## src/rtl/game_pkg.sv

```systemverilog
// Shared encodings and default sizing for the falling-character game engine.
package game_pkg;

  typedef enum logic [1:0] {
    ST_IDLE = 2'd0,
    ST_PLAY = 2'd1,
    ST_OVER = 2'd2
  } state_e;

  localparam int CHAR_W          = 8;
  localparam int SCORE_W         = 8;
  localparam int LIVES_W         = 4;
  localparam int NUM_LANES_DEF   = 8;
  localparam int POS_W_DEF       = 10;
  localparam int SPEED_W_DEF     = 3;
  localparam int LOWER_BOUND_DEF = 480;
  localparam int LIVES_DEF       = 3;

endpackage

```

## src/rtl/lane_select.sv

```systemverilog
// Priority selector: among flagged lanes pick the largest pos, lowest index on ties.
module lane_select #(
  parameter int N     = 8,
  parameter int POS_W = 10
) (
  input  logic [N-1:0]            cand,
  input  logic [N-1:0][POS_W-1:0] pos,
  output logic [$clog2(N)-1:0]    idx,
  output logic                    found
);

  logic [POS_W-1:0] best;

  // Strict '>' keeps the earlier (lower) index when positions tie.
  always_comb begin
    idx   = '0;
    found = 1'b0;
    best  = '0;
    for (int i = 0; i < N; i++) begin
      if (cand[i] && (!found || pos[i] > best)) begin
        idx   = ($clog2(N))'(i);
        found = 1'b1;
        best  = pos[i];
      end
    end
  end

endmodule

```

## src/rtl/char_lane_engine.sv

```systemverilog
// Falling-character game core: lane table, key matching, frame advance,
// lives/score bookkeeping and a registered renderer read port.
module char_lane_engine
  import game_pkg::*;
#(
  parameter int NUM_LANES   = NUM_LANES_DEF,
  parameter int POS_W       = POS_W_DEF,
  parameter int SPEED_W     = SPEED_W_DEF,
  parameter int LOWER_BOUND = LOWER_BOUND_DEF,
  parameter int LIVES       = LIVES_DEF
) (
  input  logic                         clk,
  input  logic                         rst_n,
  input  logic                         start,
  input  logic                         tick,
  input  logic                         spawn_valid,
  output logic                         spawn_ready,
  input  logic [CHAR_W-1:0]            spawn_char,
  input  logic [SPEED_W-1:0]           spawn_speed,
  input  logic                         key_valid,
  input  logic [CHAR_W-1:0]            key_code,
  input  logic [$clog2(NUM_LANES)-1:0] rd_lane,
  output logic                         rd_active,
  output logic [CHAR_W-1:0]            rd_char,
  output logic [POS_W-1:0]             rd_pos,
  output logic [1:0]                   state,
  output logic [SCORE_W-1:0]           score,
  output logic [LIVES_W-1:0]           lives,
  output logic                         game_over
);

  localparam int IDX_W = $clog2(NUM_LANES);

  state_e                              state_q, state_d;
  logic [SCORE_W-1:0]                  score_q, score_d;
  logic [LIVES_W-1:0]                  lives_q, lives_d;
  logic [NUM_LANES-1:0]                active_q, active_d;
  logic [NUM_LANES-1:0][POS_W-1:0]     pos_q, pos_d;
  logic [NUM_LANES-1:0][CHAR_W-1:0]    char_q, char_d;
  logic [NUM_LANES-1:0][SPEED_W-1:0]   speed_q, speed_d;
  logic                                rd_active_q, rd_active_d;
  logic [CHAR_W-1:0]                   rd_char_q, rd_char_d;
  logic [POS_W-1:0]                    rd_pos_q, rd_pos_d;

  logic                                in_play, do_spawn;
  logic [NUM_LANES-1:0]                key_cand, lane_lost;
  logic [NUM_LANES-1:0][POS_W:0]       adv;
  logic [NUM_LANES-1:0][POS_W-1:0]     zero_pos;
  logic                                key_hit, free_found;
  logic [IDX_W-1:0]                    key_idx, free_idx;
  logic [6:0]                          lost_cnt;

  assign in_play  = (state_q == ST_PLAY);
  assign zero_pos = '0;

  for (genvar i = 0; i < NUM_LANES; i++) begin : g_lane
    assign key_cand[i]  = key_valid && in_play && active_q[i] && (char_q[i] == key_code);
    // One extra bit so a wrap past POS_W is seen as a loss, not a small pos.
    assign adv[i]       = {1'b0, pos_q[i]} + (POS_W+1)'(speed_q[i]);
    assign lane_lost[i] = (32'(adv[i]) >= LOWER_BOUND) || adv[i][POS_W];
  end

  lane_select #(.N(NUM_LANES), .POS_W(POS_W)) u_key_sel (
    .cand(key_cand), .pos(pos_q), .idx(key_idx), .found(key_hit)
  );

  // All-zero positions reduce the selector to lowest-index-first.
  lane_select #(.N(NUM_LANES), .POS_W(POS_W)) u_free_sel (
    .cand(~active_q), .pos(zero_pos), .idx(free_idx), .found(free_found)
  );

  assign spawn_ready = in_play && free_found;
  assign do_spawn    = spawn_valid && spawn_ready;

  always_comb begin
    state_d  = state_q;
    score_d  = score_q;
    lives_d  = lives_q;
    active_d = active_q;
    pos_d    = pos_q;
    char_d   = char_q;
    speed_d  = speed_q;
    lost_cnt = '0;
    unique case (state_q)
      ST_IDLE: if (start) begin
        state_d  = ST_PLAY;
        active_d = '0;
        pos_d    = '0;
        score_d  = '0;
        lives_d  = LIVES_W'(LIVES);
      end
      ST_PLAY: begin
        if (key_hit) begin
          active_d[key_idx] = 1'b0;
          if (score_q != '1) score_d = score_q + 1'b1;
        end
        if (tick) begin
          for (int i = 0; i < NUM_LANES; i++) begin
            if (active_q[i] && !(key_hit && key_idx == IDX_W'(i))) begin
              pos_d[i] = adv[i][POS_W-1:0];
              if (lane_lost[i]) begin
                active_d[i] = 1'b0;
                lost_cnt    = lost_cnt + 7'd1;
              end
            end
          end
        end
        if (7'(lives_q) <= lost_cnt) lives_d = '0;
        else                         lives_d = lives_q - lost_cnt[LIVES_W-1:0];
        if (do_spawn) begin
          active_d[free_idx] = 1'b1;
          pos_d[free_idx]    = '0;
          char_d[free_idx]   = spawn_char;
          speed_d[free_idx]  = (spawn_speed == '0) ? SPEED_W'(1) : spawn_speed;
        end
        if (lives_d == '0) state_d = ST_OVER;
      end
      ST_OVER: if (start) state_d = ST_IDLE;
      default: state_d = ST_IDLE;
    endcase
  end

  always_comb begin
    rd_active_d = 1'b0;
    rd_char_d   = '0;
    rd_pos_d    = '0;
    if (32'(rd_lane) < NUM_LANES) begin
      rd_active_d = active_q[rd_lane];
      rd_char_d   = char_q[rd_lane];
      rd_pos_d    = pos_q[rd_lane];
    end
  end

  always_ff @(posedge clk) begin
    if (!rst_n) begin
      state_q     <= ST_IDLE;
      score_q     <= '0;
      lives_q     <= '0;
      active_q    <= '0;
      pos_q       <= '0;
      char_q      <= '0;
      speed_q     <= '0;
      rd_active_q <= 1'b0;
      rd_char_q   <= '0;
      rd_pos_q    <= '0;
    end else begin
      state_q     <= state_d;
      score_q     <= score_d;
      lives_q     <= lives_d;
      active_q    <= active_d;
      pos_q       <= pos_d;
      char_q      <= char_d;
      speed_q     <= speed_d;
      rd_active_q <= rd_active_d;
      rd_char_q   <= rd_char_d;
      rd_pos_q    <= rd_pos_d;
    end
  end

  assign state     = state_q;
  assign score     = score_q;
  assign lives     = lives_q;
  assign game_over = (state_q == ST_OVER);
  assign rd_active = rd_active_q;
  assign rd_char   = rd_char_q;
  assign rd_pos    = rd_pos_q;

endmodule

```

## config.mk

```make
export PLATFORM = sky130hd
export DESIGN_NAME = char_lane_engine
export DESIGN_NICKNAME = d
export VERILOG_FILES = /design/src/rtl/game_pkg.sv /design/src/rtl/lane_select.sv /design/src/rtl/char_lane_engine.sv
export SDC_FILE = /design/constraint.sdc
export NUM_CORES = 1
export LEC_CHECK = 0
export CORE_UTILIZATION = 45
export DETAILED_ROUTE_END_ITERATION = 6
export GPL_ROUTABILITY_DRIVEN = 1
export PLACE_DENSITY_LB_ADDON = 0.08
export SYNTH_ARGS = -nofsm -noshare
export SYNTH_HDL_FRONTEND = slang
export SYNTH_SLANG_ARGS = --single-unit
```

## constraint.sdc

```tcl
create_clock -name clk -period 22.5 [get_ports clk]
set_input_delay 4.5 -clock clk [delete_from_list [all_inputs] [get_ports clk]]
set_output_delay 4.5 -clock clk [all_outputs]
set_load 0.02 [all_outputs]
```

==> results of run 1 <==
==> worst paths after layout <==
kind                    startpoint                    end  slack (ns)  depth (start not counted)
max                    key_code[4]  state[0]$_SDFFE_PN0P_        0.70                         95
min          lives[3]$_SDFFE_PN0P_  lives[3]$_SDFFE_PN0P_        0.50                          2
max reg2reg  state[1]$_SDFFE_PN0P_  state[0]$_SDFFE_PN0P_        4.13                         94
min reg2reg  lives[3]$_SDFFE_PN0P_  lives[3]$_SDFFE_PN0P_        0.50                          2
==> cells in the mapped netlist (all sizes together) (21+ instances only) <==
cell    number  share of area, %
buf         23              0.87
a22oi       28               1.4
mux4        38               5.6
nor2       246               6.1
dfxtp      209                27
nand3       46               1.5
xor2        21               1.2
inv         59               1.5
nand4       43               1.8
nor3        31               1.2
o21ai       92               3.1
a21oi      128               4.2
ha         106               8.7
clkbuf      75               1.9
xnor2       73               4.3
a21o        32               1.6
mux2i      115               7.6
nand2      170               4.2
a311oi      32               1.8
==> report_power, final <==
part | switching [W] | leakage, nW | internal [W]
logic | 0.000168 | 5.77 | 0.0000801
registers | 0.0000106 | 1.68 | 0.000378
clock network | 0.000181 | 0.445 | 0.000274
==> through the flow <==
stage          total power (W)  setup WS [ns]  setup TNS, ns  hold WS [ns]
2_1_floorplan         0.000543        0.00618              0         0.459
3_3_place_gp          0.000633         -0.535          -2.61         0.479
6_report               0.00109          0.702              0         0.496
4_1_cts                0.00109         0.0104              0         0.498
5_1_grt                0.00113         -0.140         -0.335         0.507
3_5_place_dp          0.000634          -1.17          -6.25         0.484
==> what timing repair did <==
| item | CTS | global route |
|---|---|---|
| resized for setup | 17 | 124 |
| pin swaps | 1 | 45 |
| gates cloned | 0 | 7 |
| hold buffers | 0 | 0 |
| setup buffers | 1 | 12 |
| endpoints found under the setup margin | 6 | 6 |
==> metal layers <==
layer | GRT usage [%] | wire (microns) | vias to the layer above
li1 | - | - | 6922
met1 | 40.2 | 23400 | 6971
met2 | 45.6 | 22900 | 482
met3 | 6.36 | 3900 | 103
met4 | 12.8 | 2310 | 0
met5 | 0 | 0 | -
==> area by class of cell <==
class	instances	area, sq um
Clock inverter	10	160
Sequential cell	209	4180
Fill cell	3074	14100
Timing Repair Buffer	211	1870
Inverter	59	226
Clock buffer	38	776
Tap cell	442	553
Multi-Input combinational cell	1450	11000
==> critical path, delay by kind of cell <==
family                   cells  cell delay (ns)
AO/OA/AOI/OAI               29             5.20
AND/OR/NAND/NOR             29             4.54
adder cells (fa/ha/maj)     15             4.08
multiplexers                 7             1.90
buffers and inverters       13             1.67
XOR/XNOR                     2             0.37
==> logic make-up (layout without fill, tap and decap cells) <==
family	after synthesis	in the layout	synth area share (%)
and+or+nand+nor	658	658	20.7
DFF	209	209	27.5
xor gates and xnor gates	95	95	5.61
AOI/OAI and AO/OA	412	413	17.8
adders and majority gates	115	115	9.90
muxes	169	169	14.4
buffers and inverters	157	318	4.18
==> sequential cells by signal, summed over array words and instances (netlist names) <==
name and flops:
rd_active 1, speed_q 24, pos_q 80, score 8, char_q 64, rd_char 8, state 2, rd_pos 10
active_q 8, lives 4
==> impl_metrics.yaml, run 1 <==
synthesis:
  synth-edff-count: 0
  netlist-cell-type-count: 93
  yosysWarnings: 0
  syn_avg_cell_area_sq_um: 8.38
  synth-seq-area-share_pct: 27.5
  syn_area_sq_mm: 0.0152
  synth-seq-cells: 209
  synthArstFlopShare_pct: 0
  ys.flop_type: "dfxtp_1"
  syn_inst: 1815
  synth_nets: 1958
timing:
  fmax_mhz: 45.9
  min_period_ns: 21.80
  tightestPinTransition_ns: 1.10
  drv_slew: 0
  finalCritPeriodShare_pct: 96.9
  setup_violations: 0
  slew-limit-headroom_pct: 26.6
  clock_skew_ns: 0.0132
  hold_viol: 0
pwr:
  leakage_nw: 7.90
  vdd.ir_drop.worst_mv: 0.0588
  p_per_area_mw_per_mm2: 58.1
worst_setup_path:
  crit_slowest_cell: "or3_4"
  cp_max_fo: 9
  max_stage_delay_ns: 0.45
  crit_path_end_kind: "flip-flop"
  cp.required_ns: 22.96
  worstSetupStartpointType: "input pin"
  cp_data_arrival_time_ns: 22.26
  critical_path_class: "in -> reg"
  timing.critical_path.mode_cell: "ha_1"
global_routing:
  grt_pass1_wl_mm: 78.5
  grt_pass1_vias: 13500
  grt_util_all_layers_pct: 29.8
  overflow: 0
  grt_antenna_before_repair: 0
  grt_max_degree: 122
clocking:
  cts_made_buffers: 26
  worstSkewPairLatency_ns: 0.57
  root_buffer: "clkbuf_16"
  numClockSinks: 209
  clkTransAtPathRegs_ns: 0.06
  htreeDepth: 1
  cts_buffer_depth: 3
  cts_tree: "yes"
finish:
  fin_area_sq_mm: 0.0188
  post-route-util_pct: 57.2
  drive_gt1_share_pct: 18.4
  final_cell_mix: "nor2_1, dfxtp_1, nand2_1, buf_4, a21oi_1"
  area_delta_synth_final_pct: 23.5
  finalNonFillerCells: 2419
  final_common_cell: "nor2_1"
  diodes: 0
  fin_nets: 2100
floorplanning:
  die_h_microns: 186
  die_x_microns: 186
  coreArea_sq_mm: 0.0329
  io-pin-count: 63
  dieArea_sq_mm: 0.0346
  start_util_pct: 46.3
  placementRows: 66
routing:
  routed_via_density: 5.99
  finalWirelength_mm: 52.5
  antenna_left: 0
  num_vias: 14500
  drc_errors: 0
  drtIter0Drc: 1183
  wire_per_inst_microns: 21.7
  dr.pass1.iters: 6
hold_path:
  hold_path_class: "reg -> reg"
job:
  drv_cap: 0
placed_design:
  post-place-cells: 2351
  port_buffers: 62
  place_hpwl_mm: 38.0
  place_area_sq_mm: 0.0170
  globalplace.congestion: 0.957
outcome:
  status: "finished clean"
(Power assumes the default switching activity.)
==> run 2, diff against run 1 <==
--- a/config.mk
+++ b/config.mk
@@ -6,6 +6,7 @@
 export NUM_CORES = 1
 export LEC_CHECK = 0
 export CORE_UTILIZATION = 45
+export CTS_CLUSTER_DIAMETER = 40
 export DETAILED_ROUTE_END_ITERATION = 6
 export GPL_ROUTABILITY_DRIVEN = 1
 export PLACE_DENSITY_LB_ADDON = 0.08
==> impl_metrics.yaml, run 2 (synthesis results as in run 1) <==
worst_setup_path:
  worstSetupStartpointType: "input pin"
  critical_path_class: "in -> reg"
  cp.required_ns: 22.93
  r2r_end: "state[0]$_SDFFE_PN0P_"
  cp_data_arrival_time_ns: 22.18
  cp_max_fo: 9
  crit_slowest_cell: "or3_4"
  crit_path_end_kind: "flip-flop"
  r2r_cells: 95
  timing.rr.start: "state[1]$_SDFFE_PN0P_"
  max_stage_delay_ns: 0.46
  cp-endpoint: "state[0]$_SDFFE_PN0P_"
  timing.critical_path.mode_cell: "ha_1"
  reg2reg_slack_ns: 4.18
  startpoint: "key_code[6]"
pwr:
  power_w: 0.00124
  leakage_nw: 8.10
  vdd.ir_drop.worst_mv: 0.0553
  p_per_area_mw_per_mm2: 64.7
finish:
  fin_nets: 2116
  largest_register_ffs: 80
  final_cell_mix: "nor2_1, dfxtp_1, nand2_1, buf_4, a21oi_1"
  reg_top3: "pos_q (80), char_q (64), speed_q (24)"
  drive_gt1_share_pct: 19.1
  diodes: 0
  final_common_cell: "nor2_1"
  top_register: "pos_q"
  area_delta_synth_final_pct: 26.1
  finalNonFillerCells: 2446
floorplanning:
  start_util_pct: 46.3
  die_x_microns: 186
  placementRows: 66
  io-pin-count: 63
  die_h_microns: 186
  coreArea_sq_mm: 0.0329
  dieArea_sq_mm: 0.0346
clocking:
  cts_buffer_depth: 3
  clkTransAtPathRegs_ns: 0.04
  cts_tree: "yes"
  root_buffer: "clkbuf_16"
  cts_made_buffers: 39
  numClockSinks: 209
  worstSkewPairLatency_ns: 0.57
  ctsHoldBuffers: 0
  htreeDepth: 2
timing:
  slew-limit-headroom_pct: 24.6
  setup_violations: 0
  tightestPinTransition_ns: 1.13
  finalCritPeriodShare_pct: 96.7
  drv_slew: 0
  hold_viol: 0
  clock_skew_ns: 0.0424
  fmax_mhz: 46.0
  min_period_ns: 21.75
placed_design:
  place_hpwl_mm: 38.0
  globalplace.congestion: 0.957
  post-place-cells: 2351
  port_buffers: 62
global_routing:
  grt_max_degree: 122
  grt_pass1_vias: 13600
  grt_antenna_before_repair: 0
  overflow: 0
  grt_pass1_wl_mm: 79.0
  grt_util_all_layers_pct: 30.1
routing:
  drtIter0Drc: 1166
  wire_per_inst_microns: 21.5
  dr.pass1.iters: 5
  finalWirelength_mm: 52.5
  num_vias: 14600
  antenna_left: 0
  drc_errors: 0
  routed_via_density: 5.96
job:
  drv_cap: 0
hold_path:
  hold_path_class: "reg -> reg"
outcome:
  status: "finished clean"
run 2: cell types whose count changed in the layout (fill, tap and decap cells not counted), sizes merged:
| cell | before | now |
|---|---|---|
| inv | 59 | 63 |
| buf | 148 | 151 |
| clkinvlp | 4 | 5 |
| bufinv | 3 | 5 |
| clkinv | 3 | 10 |
| clkbuf | 41 | 51 |
run 2: worst min path at each step:
stage / start / to / slack (ns) / cells past startpoint
floorplan: speed_q[12]$_SDFFE_PN0P_ / speed_q[12]$_SDFFE_PN0P_ / 0.46 / 2
global placement: speed_q[0]$_SDFFE_PN0P_ / speed_q[0]$_SDFFE_PN0P_ / 0.48 / 2
global route: lives[3]$_SDFFE_PN0P_ / lives[3]$_SDFFE_PN0P_ / 0.50 / 2
detailed placement: speed_q[0]$_SDFFE_PN0P_ / speed_q[0]$_SDFFE_PN0P_ / 0.48 / 2
finish: lives[3]$_SDFFE_PN0P_ / lives[3]$_SDFFE_PN0P_ / 0.49 / 2
CTS: lives[3]$_SDFFE_PN0P_ / lives[3]$_SDFFE_PN0P_ / 0.50 / 2
run 2: report_power, final:
group	internal, W	leakage, nW	switching (W)
Clock	0.000388	0.645	0.000217
Sequential	0.000379	1.68	0.0000106
Combinational	0.0000803	5.77	0.000167
run 2: cell type report:
class                           count  area [sq um]
Inverter                           59           226
Sequential cell                   209          4180
Clock inverter                     24           323
Fill cell                        3058         13700
Tap cell                          442           553
Multi-Input combinational cell   1450         11000
Timing Repair Buffer              214          1890
Clock buffer                       48          1030
run 2: stage by stage:
stage	setup TNS, ns	cell area [sq um]	setup WS (ns)	hold slack [ns]	utilization [%]
floorplan	0	15200	0.00618	0.459	-
CTS	0	18400	0.00999	0.496	56.0
global route	-0.231	19200	-0.103	0.505	58.4
finish	0	19200	0.746	0.494	58.4
detailed placement	-6.25	17000	-1.17	0.484	51.7
global placement	-2.61	17000	-0.535	0.479	51.7
run 2: timing repair:
item / CTS / global route
pin swaps: 2 / 41
endpoints found under the hold margin: 0 / 0
buffers inserted: 1 / 15
resized for setup: 19 / 117
setup endpoints to repair: 6 / 6
cloned: 1 / 6
run 2: worst max-delay path: cells and delay by family:
family                     cells  cell delay (ns)
AOI/OAI and AO/OA             29             5.08
and+or+nand+nor               29             4.40
adders and majority gates     15             4.12
muxes                          7             1.88
buffers and inverters         14             1.79
xor gates and xnor gates       2             0.36
run 2: routing by layer:
layer	global-route usage, %	share of wire, %
met1	40.2	44
met2	46.4	44
met3	6.61	8.6
met4	13.1	4.2
met5	0	0
